**src/rtl/maxpool_layer1.sv**
```systemverilog
// maxpool_layer1: 2x2 stride-2 max-pooling over each layer-0 feature map.
// Reads four pixels per window, keeps a running unsigned max and writes one
// pooled pixel per window back through the shared result-memory port.
module maxpool_layer1 #(
    parameter int IMG_W  = 64,
    parameter int DW     = 20,
    parameter int AW     = 12,
    parameter int NUM_CH = 2
) (
    input  logic          clk,
    input  logic          reset,
    input  logic          start,
    output logic          busy,
    output logic          done,
    output logic          crd,
    output logic [AW-1:0] caddr_rd,
    input  logic [DW-1:0] cdata_rd,
    output logic          cwr,
    output logic [AW-1:0] caddr_wr,
    output logic [DW-1:0] cdata_wr,
    output logic [2:0]    csel
);

    localparam int OW = IMG_W / 2;
    localparam int PW = (OW > 1) ? $clog2(OW) : 1;
    localparam int CW = (NUM_CH > 1) ? $clog2(NUM_CH) : 1;

    localparam logic [PW-1:0] PosLast = PW'(OW - 1);
    localparam logic [CW-1:0] ChLast  = CW'(NUM_CH - 1);

    typedef enum logic [2:0] {
        StIdle,
        StRead,
        StLast,
        StWrite,
        StNext,
        StDone
    } state_e;

    state_e          state_q;
    logic [CW-1:0]   ch_q;
    logic [PW-1:0]   prow_q;
    logic [PW-1:0]   pcol_q;
    logic [1:0]      k_q;
    logic [DW-1:0]   max_q;

    logic [DW-1:0]   max_upd;
    logic            col_wrap;
    logic            win_last;
    logic [PW-1:0]   nxt_prow;
    logic [PW-1:0]   nxt_pcol;
    logic [CW-1:0]   nxt_ch;

    // Input-map address of pixel k within window (r, c); k[1] picks the row, k[0] the column.
    function automatic logic [AW-1:0] rd_addr(input logic [PW-1:0] r, input logic [PW-1:0] c,
                                              input logic [1:0] k);
        logic [AW-1:0] row;
        logic [AW-1:0] col;
        row = AW'({r, k[1]});
        col = AW'({c, k[0]});
        return AW'(row * AW'(IMG_W)) + col;
    endfunction

    // Pooled-map address of window (r, c).
    function automatic logic [AW-1:0] wr_addr(input logic [PW-1:0] r, input logic [PW-1:0] c);
        return AW'(AW'(r) * AW'(OW)) + AW'(c);
    endfunction

    // Layer-0 banks start at 3'b001, layer-1 banks at 3'b011.
    function automatic logic [2:0] rd_sel(input logic [CW-1:0] c);
        return 3'd1 + 3'(c);
    endfunction

    function automatic logic [2:0] wr_sel(input logic [CW-1:0] c);
        return 3'd3 + 3'(c);
    endfunction

    // Running-max candidate and next-window stepping.
    always_comb begin
        max_upd  = (cdata_rd > max_q) ? cdata_rd : max_q;
        col_wrap = (pcol_q == PosLast);
        win_last = col_wrap && (prow_q == PosLast);
        nxt_pcol = col_wrap ? '0 : pcol_q + PW'(1);
        nxt_prow = col_wrap ? prow_q + PW'(1) : prow_q;
        nxt_ch   = ch_q + CW'(1);
    end

    // Control FSM; every port output is registered here.
    always_ff @(posedge clk) begin
        if (reset) begin
            state_q  <= StIdle;
            ch_q     <= '0;
            prow_q   <= '0;
            pcol_q   <= '0;
            k_q      <= '0;
            max_q    <= '0;
            busy     <= 1'b0;
            done     <= 1'b0;
            crd      <= 1'b0;
            cwr      <= 1'b0;
            caddr_rd <= '0;
            caddr_wr <= '0;
            cdata_wr <= '0;
            csel     <= 3'b000;
        end else begin
            case (state_q)
                StIdle: begin
                    done <= 1'b0;
                    if (start) begin
                        state_q  <= StRead;
                        ch_q     <= '0;
                        prow_q   <= '0;
                        pcol_q   <= '0;
                        k_q      <= '0;
                        busy     <= 1'b1;
                        crd      <= 1'b1;
                        csel     <= rd_sel('0);
                        caddr_rd <= rd_addr('0, '0, 2'd0);
                    end
                end
                StRead: begin
                    // Data lags the read by one cycle: k=1 sees pixel 0, which seeds the max.
                    if (k_q == 2'd1) begin
                        max_q <= cdata_rd;
                    end else if (k_q != 2'd0) begin
                        max_q <= max_upd;
                    end
                    if (k_q == 2'd3) begin
                        state_q <= StLast;
                        crd     <= 1'b0;
                    end else begin
                        k_q      <= k_q + 2'd1;
                        caddr_rd <= rd_addr(prow_q, pcol_q, k_q + 2'd1);
                    end
                end
                StLast: begin
                    // Fourth pixel folds straight into the write data.
                    state_q  <= StWrite;
                    cwr      <= 1'b1;
                    csel     <= wr_sel(ch_q);
                    caddr_wr <= wr_addr(prow_q, pcol_q);
                    cdata_wr <= max_upd;
                end
                StWrite: begin
                    cwr <= 1'b0;
                    if (win_last) begin
                        state_q <= StNext;
                        csel    <= 3'b000;
                    end else begin
                        state_q  <= StRead;
                        prow_q   <= nxt_prow;
                        pcol_q   <= nxt_pcol;
                        k_q      <= '0;
                        crd      <= 1'b1;
                        csel     <= rd_sel(ch_q);
                        caddr_rd <= rd_addr(nxt_prow, nxt_pcol, 2'd0);
                    end
                end
                StNext: begin
                    prow_q <= '0;
                    pcol_q <= '0;
                    if (ch_q != ChLast) begin
                        state_q  <= StRead;
                        ch_q     <= nxt_ch;
                        k_q      <= '0;
                        crd      <= 1'b1;
                        csel     <= rd_sel(nxt_ch);
                        caddr_rd <= rd_addr('0, '0, 2'd0);
                    end else begin
                        state_q <= StDone;
                        done    <= 1'b1;
                        busy    <= 1'b0;
                    end
                end
                StDone: begin
                    done    <= 1'b0;
                    state_q <= StIdle;
                end
                default: begin
                    state_q <= StIdle;
                end
            endcase
        end
    end

endmodule
```
**config.mk**
```make
export PLATFORM = sky130hd
export DESIGN_NAME = maxpool_layer1
export DESIGN_NICKNAME = d
export VERILOG_FILES = /design/src/rtl/maxpool_layer1.sv
export SDC_FILE = /design/constraint.sdc
export NUM_CORES = 1
export LEC_CHECK = 0
export ABC_CLOCK_PERIOD_IN_PS = 2700
export CORE_ASPECT_RATIO = 0.7
export CORE_UTILIZATION = 35
export DETAILED_ROUTE_END_ITERATION = 10
export MAX_ROUTING_LAYER = met4
export SLEW_MARGIN = 20
export SYNTH_ARGS = -nofsm -noshare
export SYNTH_HDL_FRONTEND = slang
export SYNTH_SLANG_ARGS = --single-unit
```
**constraint.sdc**
```tcl
create_clock -name clk -period 2.7 [get_ports clk]
set_clock_uncertainty 0.2 [all_clocks]
set_input_delay 0.54 -clock clk [delete_from_list [all_inputs] [get_ports clk]]
set_output_delay 0.54 -clock clk [all_outputs]
set_load 0.02 [all_outputs]
```
### Word level (Yosys, flattened, before mapping)

Cells that the tools add are included.

* register bits after elaboration: 87
* bits of input ports: 23
* output and inout port bits: 51
* logic and storage cells: 101

* $add $sub $neg: 10
* order comparisons: 1
* equal/unequal tests: 15
* mux-type cells: 41
* reduce and logical (&&, ||, !) cells: 20

Operator list (number)
* 20-bit 2-to-1 mux: 3
* 12-bit 2-to-1 mux: 4
* 12-bit one-hot mux with 4 select lines: 1
* 5-bit one-hot mux with 3 select lines: 2
* 5-bit 2-to-1 mux: 5
* 12-bit by 6-bit adder with 12-bit output: 2
* 20-bit > comparator: 1
* 3-bit 2-to-1 mux: 5
* 3-bit one-hot mux with 5 select lines: 1
* 2-bit inequality test (second input constant): 6
* 3-bit one-hot mux with 4 select lines: 1
* 10-bit by 5-bit adder with 11-bit output: 1
* 5-bit by 1-bit adder with 5-bit output (second input constant): 2
* 5-bit equality test (second input constant): 2
* 2-bit 2-to-1 mux: 5
* 5-bit AND reduction: 2
* 2-bit nonzero test: 5
* 3-bit AND reduction: 3
* 1-bit 2-to-1 mux: 8
* 1-bit one-hot mux with 2 select lines: 4
* 2-bit one-hot mux with 4 select lines: 1
* 2-bit AND reduction: 4
* 4-bit nonzero test: 2
* 3-bit by 2-bit equality test with 1-bit output (second input constant): 2
* other kinds (13): 15

### Longest topological paths before layout

Gate-level depths: netlist of the first run.

* word-level depth: 5
* mapped depth: 9

### Worst setup path after synthesis of the first run

No wires, ideal clock.

* kind: input -> register
* start: input cdata_rd[19]
* end: register cdata_wr[0]
* data arrival time: 2.146 ns
* data required time: 2.381 ns
* setup slack: 0.236 ns
* stages: 8
* buffers on the path: 1
* cell sequence: ha_1 -> nand4_2 -> nor4_2 -> a21boi_2 -> o31ai_1 -> or2_4 -> buf_6 -> o221a_1

* longest elaborated chain between the ends: 2

Ends and longest elaborated chain
* start: declaration: line 17 `input logic [DW-1:0] cdata_rd,`
* 20-bit > comparator: line 80 `max_upd = (cdata_rd > max_q) ? cdata_rd : max_q;`
* 20-bit 2-to-1 mux: line 80
* end signal: assignment: line 142 `cdata_wr <= max_upd;`
* end: declaration: line 20 `output logic [DW-1:0] cdata_wr,`

Every way passes these cells.
A chain may end at the register's enable or synchronous reset.

### Worst setup path after layout of the first run

* start: input cdata_rd[12]
* end: register cdata_wr[4]

The elaborated chain is that of the path after synthesis.

==> impl_metrics.ini, run 1 <==
[setup_path]
crit_chain = clkdlybuf4s15_1 > ha_1 > nand4_1 > nor4_2 > a21boi_4 > o31ai_4 > or2_2 > o221a_1
path_delay_family = simple AND/OR/NAND/NOR gates
worstPathMaxFanout = 5
path_class = input pin to register
crit_path_start_kind = input pin
end_kind = register
slowest_stage = or2_2
cp.buffers_inverters = 1
worstPathArrival_ns = 2.66
max_stage_delay_ns = 0.41
r2r_slack_ns = 0.09
crit_required_ns = 2.72

[logic_synthesis]
synth_edf_count = 0
synth-main-ff-cell = dfxtp_1
synth-simple-area-share_pct = 22.2
synth_area_per_cell_sq_um = 8.51
synth_xor_area_share_pct = 0.411
synth-seq-area-share_pct = 39.5
synth.area.top_cells = dfxtp_1, ha_1, nand2b_1, nor2_1, o221a_1
yosysTopAreaCellShare_pct = 39.5
synth-compound-area-share_pct = 18.8
syn_area_sq_um = 4260
synth_top_cell_by_area = dfxtp_1
synth_commonest_cells = dfxtp_1, nor2_1, nand2_1
async_reset_ff_share_pct = 0
synth.area.mux_share_pct = 4.93
synthAdderAreaFrac_pct = 7.93
yosysWarnings = 0
ys_ff_latch = 84
synth_top_family_by_area = simple AND/OR/NAND/NOR gates
synth_cell_types = 49
synth.most_common_cell = dfxtp_1
syn_inst = 501

[sta]
timing.hold.ws_ns = 0.253
grt_setup_unrepaired = no
finalHoldViolCount = 0
worst_pin_slew_ns = 0.689
drv_slew = 0
slew_headroom_pct = 54.0
setup_tns_ns = 0
finalWorstPathRequiredPeriod_ns = 2.64
period_share_pct = 97.7
fmax_mhz = 379
final-setup-viol-count = 0

[routing]
drt_pass1_iterations = 5
drt_iter0_drc = 295
vias_per_cell = 5.19
vias = 3937
finalWirelength_um = 12100
wire_per_inst_um = 15.9
detail-route-antenna-nets = 0
route.detailed.drc = 0

[run_status]
outcome = finished, final reports clean

[grt]
grt_remaining_overflow = 0
track_usage_pct = 19.8
grt_pass1_vias = 3594
grt_max_degree = 60
antenna_found_initial = 0
grt_pass1_wl_um = 18800

[floorplanning]
coreArea_sq_um = 11800
rows = 33
io_pins = 74
die_area_sq_um = 12600
die_h_um = 94.3
initial_core_util_pct = 36.2
die_w_um = 134

[power]
power_frac_seq_pct = 46.3
power_density_nw_per_um2 = 468
p_switching_mw = 0.654
p_leak_nw = 2.21
comb_power_share_pct = 10.7
pwr-share-clk_pct = 42.9
finalPower_mw = 2.75
switching_share_pct = 23.8
irDropWorstVdd_v = 0.000283
p_int_mw = 2.10

[place]
hpwl_um = 8030
port_buffers = 71
place.gp.congestion = 0.816

[hold_path]
min_path_type = register to register

[clock_tree]
path_clk_slew_ns = 0.06
numCtsBuffers = 9
clock_sinks = 84
clk_latency_ns = 0.33
cts_hold_buf = 0
cts-root-buf = clkbuf_16
cts_tree = done
cts.path.max_buffers = 2
htree_num_levels = 3

[layout]
final_nets = 649
area_growth_pct = 37.9
drive_gt1_share_pct = 16.4
n_antenna_cell = 0

[flow_run]
maxCapViolations = 0
==> cell type report <==
| cell class | instances | area [sq um] |
|---|---|---|
| Inverter | 29 | 109 |
| Multi-Input combinational cell | 360 | 2500 |
| Fill cell | 1094 | 5890 |
| Clock inverter | 3 | 40.0 |
| Clock buffer | 11 | 233 |
| Tap cell | 157 | 196 |
| Sequential cell | 84 | 1690 |
| Timing Repair Buffer | 115 | 1100 |
==> state kept, by name (all words and copies together) (netlist names), 3 cells and up <==
signal / count
max_q: 20
pcol_q: 5
caddr_rd: 12
prow_q: 5
state_q: 3
csel: 3
caddr_wr: 10
cdata_wr: 20
==> routing by layer <==
metal	global-route usage, %	up-vias	wire (um)
met2	26.1	120	4790
li1	-	1939	-
met3	3.61	9	568
met5	-	-	0
met4	5.40	0	108
met1	30.0	1869	6600
==> path summary, 6_finish.rpt <==
path                         endpoint                      from  cells after the start
max          cdata_wr[4]$_SDFFE_PP0P_              cdata_rd[12]                      8
max reg2reg  cdata_wr[4]$_SDFFE_PP0P_    max_q[10]$_SDFFE_PP0P_                      8
min reg2reg  caddr_wr[8]$_SDFFE_PP0P_  caddr_wr[8]$_SDFFE_PP0P_                      2
min          caddr_wr[8]$_SDFFE_PP0P_  caddr_wr[8]$_SDFFE_PP0P_                      2
==> power groups by stage <==
| stage | combinational, mW | sequential [mW] | clock, mW |
|---|---|---|---|
| final | 0.296 | 1.28 | 1.18 |
| after global routing | 0.325 | 1.28 | 1.26 |
| after global placement | 0.270 | 1.30 | 0 |
| after CTS | 0.278 | 1.27 | 1.21 |
| after detailed placement | 0.274 | 1.30 | 0 |
| after floorplan | 0.148 | 1.30 | 0 |
==> through the flow <==
step           utilization (%)  setup slack (ns)  instances  cell area [sq um]
4_1_cts                   48.8           -0.0297        759               5740
3_5_place_dp              45.4            -0.461        737               5350
5_1_grt                   49.9           0.00628        759               5880
3_3_place_gp              45.4            -0.371        737               5350
6_report                  49.9            0.0620        759               5880
2_1_floorplan                -             0.236        502               4270
==> logic make-up (layout without fill, tap and decap cells) <==
kind of cell | after synthesis | count (layout)
AOI/OAI and AO/OA | 111 | 111
xor gates and xnor gates | 2 | 2
adders and majority gates | 27 | 27
buffers and inverters | 60 | 158
DFF | 84 | 84
muxes | 21 | 21
other | 1 | 2
and+or+nand+nor | 195 | 197
==> worst reg2reg max path, stage by stage (launching register included) <==
cell and delay, ns:
dfxtp_2 0.35, inv_2 0.05, ha_4 0.26, nand4_1 0.21
nor4_2 0.34, a21boi_4 0.29, o31ai_4 0.13, or2_2 0.41
o221a_1 0.27
==> repair_timing <==
item | in CTS | in global routing
endpoints found under the setup margin | 40 | 40
setup buffers | 4 | 0
endpoints found under the hold margin | 0 | 0
cloned | 4 | 1
pin swaps | 5 | 18
resized for setup | 21 | 41
==> cell usage in the layout, fill, tap and decap left out, types with 7 or more instances in the layout <==
| cell type | count |
|---|---|
| ha_1 | 18 |
| o221a_1 | 20 |
| a21oi_1 | 38 |
| nor2_1 | 70 |
| inv_1 | 26 |
| nand2_1 | 46 |
| ha_4 | 9 |
| mux2i_1 | 21 |
| nand2b_1 | 47 |
| buf_4 | 38 |
| dfxtp_1 | 78 |
| o21ai_0 | 9 |
| a31oi_1 | 7 |
| clkdlybuf4s50_1 | 53 |
| clkbuf_16 | 10 |
| a22oi_1 | 9 |
Note: power is estimated with default switching activity, not from simulation.
==> inputs of run 2 (changes only) <==
Settings changed: CORE_MARGIN from default to 4, GPL_TIMING_DRIVEN from default to 0.
==> run 2 against run 1 <==
  * The flow now finishes with violations (setup timing)
  * Power increased by 7.6%
  * Global-route usage shrank 2.1 points
  * Register-to-register slack got worse by 0.11 ns
==> impl_metrics.ini, run 2 (same netlist as run 1, synthesis figures left out) <==
[run_status]
outcome = finished, violations left
violations = setup timing

[clock_tree]
path_clk_slew_ns = 0.06
cts.path.max_buffers = 2
htree_num_levels = 3
cts_tree = done
numCtsBuffers = 9
cts-root-buf = clkbuf_16
clk_latency_ns = 0.34
clock_sinks = 84
cts_hold_buf = 0

[sta]
timing.hold.ws_ns = 0.257
layout_setup_ws_ns = -0.0232
worst_pin_slew_ns = 0.606
finalWorstPathRequiredPeriod_ns = 2.72
finalHoldViolCount = 0
fmax_mhz = 367
final-setup-viol-count = 13
drv_slew = 0
slew_headroom_pct = 59.6
grt_setup_unrepaired = yes
period_share_pct = 101

[setup_path]
crit_chain = inv_2 > ha_4 > nand4_1 > nor4_4 > a21boi_4 > buf_6 > o31ai_4 > or2_4 > clkbuf_16 > o221a_1
slowest_stage = nor4_4
max_stage_delay_ns = 0.37
crit_required_ns = 2.73
path_delay_family = simple AND/OR/NAND/NOR gates
path_class = register to register
end_kind = register
crit_path_start_kind = register
worstPathMaxFanout = 5
cp.buffers_inverters = 3
worstPathArrival_ns = 2.76

[floorplanning]
initial_core_util_pct = 36.1
die_w_um = 140
die_h_um = 100
io_pins = 74
die_area_sq_um = 14000
coreArea_sq_um = 11800
rows = 33

[power]
irDropWorstVdd_v = 0.000294
finalPower_mw = 2.96
p_leak_nw = 2.09
power_density_nw_per_um2 = 507

[grt]
grt_pass1_vias = 3649
grt_pass1_wl_um = 19300
track_usage_pct = 17.7
grt_remaining_overflow = 0
grt_max_degree = 14
antenna_found_initial = 0

[layout]
largestRegisters = cdata_wr x20, max_q x20, caddr_rd x12
layout.cells.non_filler = 752
n_antenna_cell = 0
fin_util_pct = 49.4
drive_gt1_share_pct = 11.4
final_cell_mix = dfxtp_1, nor2_1, clkdlybuf4s50_1
area_growth_pct = 37.0
final_common_cell = dfxtp_1
final_nets = 640

[routing]
route.detailed.drc = 0
vias = 3925
drt_pass1_iterations = 4
finalWirelength_um = 12600
vias_per_cell = 5.22
wire_per_inst_um = 16.7
drt_iter0_drc = 251
detail-route-antenna-nets = 0

[hold_path]
min_path_type = register to register

[place]
place_inst = 729
pre_cts_slack_ns = -0.599
port_buffers = 70
place.gp.congestion = 0.893
hpwl_um = 8700

[flow_run]
maxCapViolations = 0
run 2: metrics by stage:
stage	instance area (sq um)	setup TNS (ns)
2_1_floorplan	4270	0
5_1_grt	5840	-3.59
3_3_place_gp	5160	-23.98
6_report	5840	-0.199
3_5_place_dp	5160	-23.05
4_1_cts	5660	-0.0818
run 2: path summary, 6_finish.rpt:
path / startpoint / endpoint / slack [ns] / cells past startpoint
worst max-delay path: max_q[10]$_SDFFE_PP0P_ / cdata_wr[11]$_SDFFE_PP0P_ / -0.02 / 10
worst min-delay path: caddr_wr[6]$_SDFFE_PP0P_ / caddr_wr[6]$_SDFFE_PP0P_ / 0.26 / 2
worst max register to register: max_q[10]$_SDFFE_PP0P_ / cdata_wr[11]$_SDFFE_PP0P_ / -0.02 / 10
worst min register to register: caddr_wr[6]$_SDFFE_PP0P_ / caddr_wr[6]$_SDFFE_PP0P_ / 0.26 / 2
run 2: area by class of cell:
| class | instances | area [sq um] |
|---|---|---|
| Clock buffer | 13 | 270 |
| Multi-Input combinational cell | 358 | 2540 |
| Timing Repair Buffer | 77 | 779 |
| Inverter | 29 | 109 |
| Sequential cell | 84 | 1690 |
| Buffer | 31 | 188 |
| Fill cell | 1130 | 5970 |
| Tap cell | 157 | 196 |
| Clock inverter | 3 | 67.6 |
run 2: metal layers:
| metal | wire length, um | part of all wire, % | up-vias | global-route usage, % |
|---|---|---|---|---|
| li1 | - | - | 1913 | - |
| met2 | 4970 | 40 | 138 | 23.4 |
| met1 | 6680 | 53 | 1860 | 26.8 |
| met4 | 141 | 1.1 | 0 | 4.91 |
| met3 | 778 | 6.2 | 14 | 3.62 |
| met5 | 0 | 0 | - | - |
run 2: worst register-to-register path, stage by stage, from the launching register on:
cell and delay [ns]:
dfxtp_2 0.35, inv_2 0.05, ha_4 0.26, nand4_1 0.22, nor4_4 0.37, a21boi_4 0.25
buf_6 0.12, o31ai_4 0.07, or2_4 0.32, clkbuf_16 0.18, o221a_1 0.23
run 2: what timing repair did:
action | CTS | global route
pin swaps | 18 | 9
resized for setup | 38 | 30
endpoints found under the setup margin | 41 | 45
buffers inserted | 3 | 0
gates cloned | 1 | 3
run 2: power by group:
group | switching [mW] | leakage, nW | internal [mW] | total, mW
logic | 0.166 | 1.25 | 0.127 | 0.293
clock network | 0.510 | 0.162 | 0.887 | 1.40
registers | 0.0136 | 0.680 | 1.26 | 1.27
total | 0.689 | 2.09 | 2.27 | 2.96
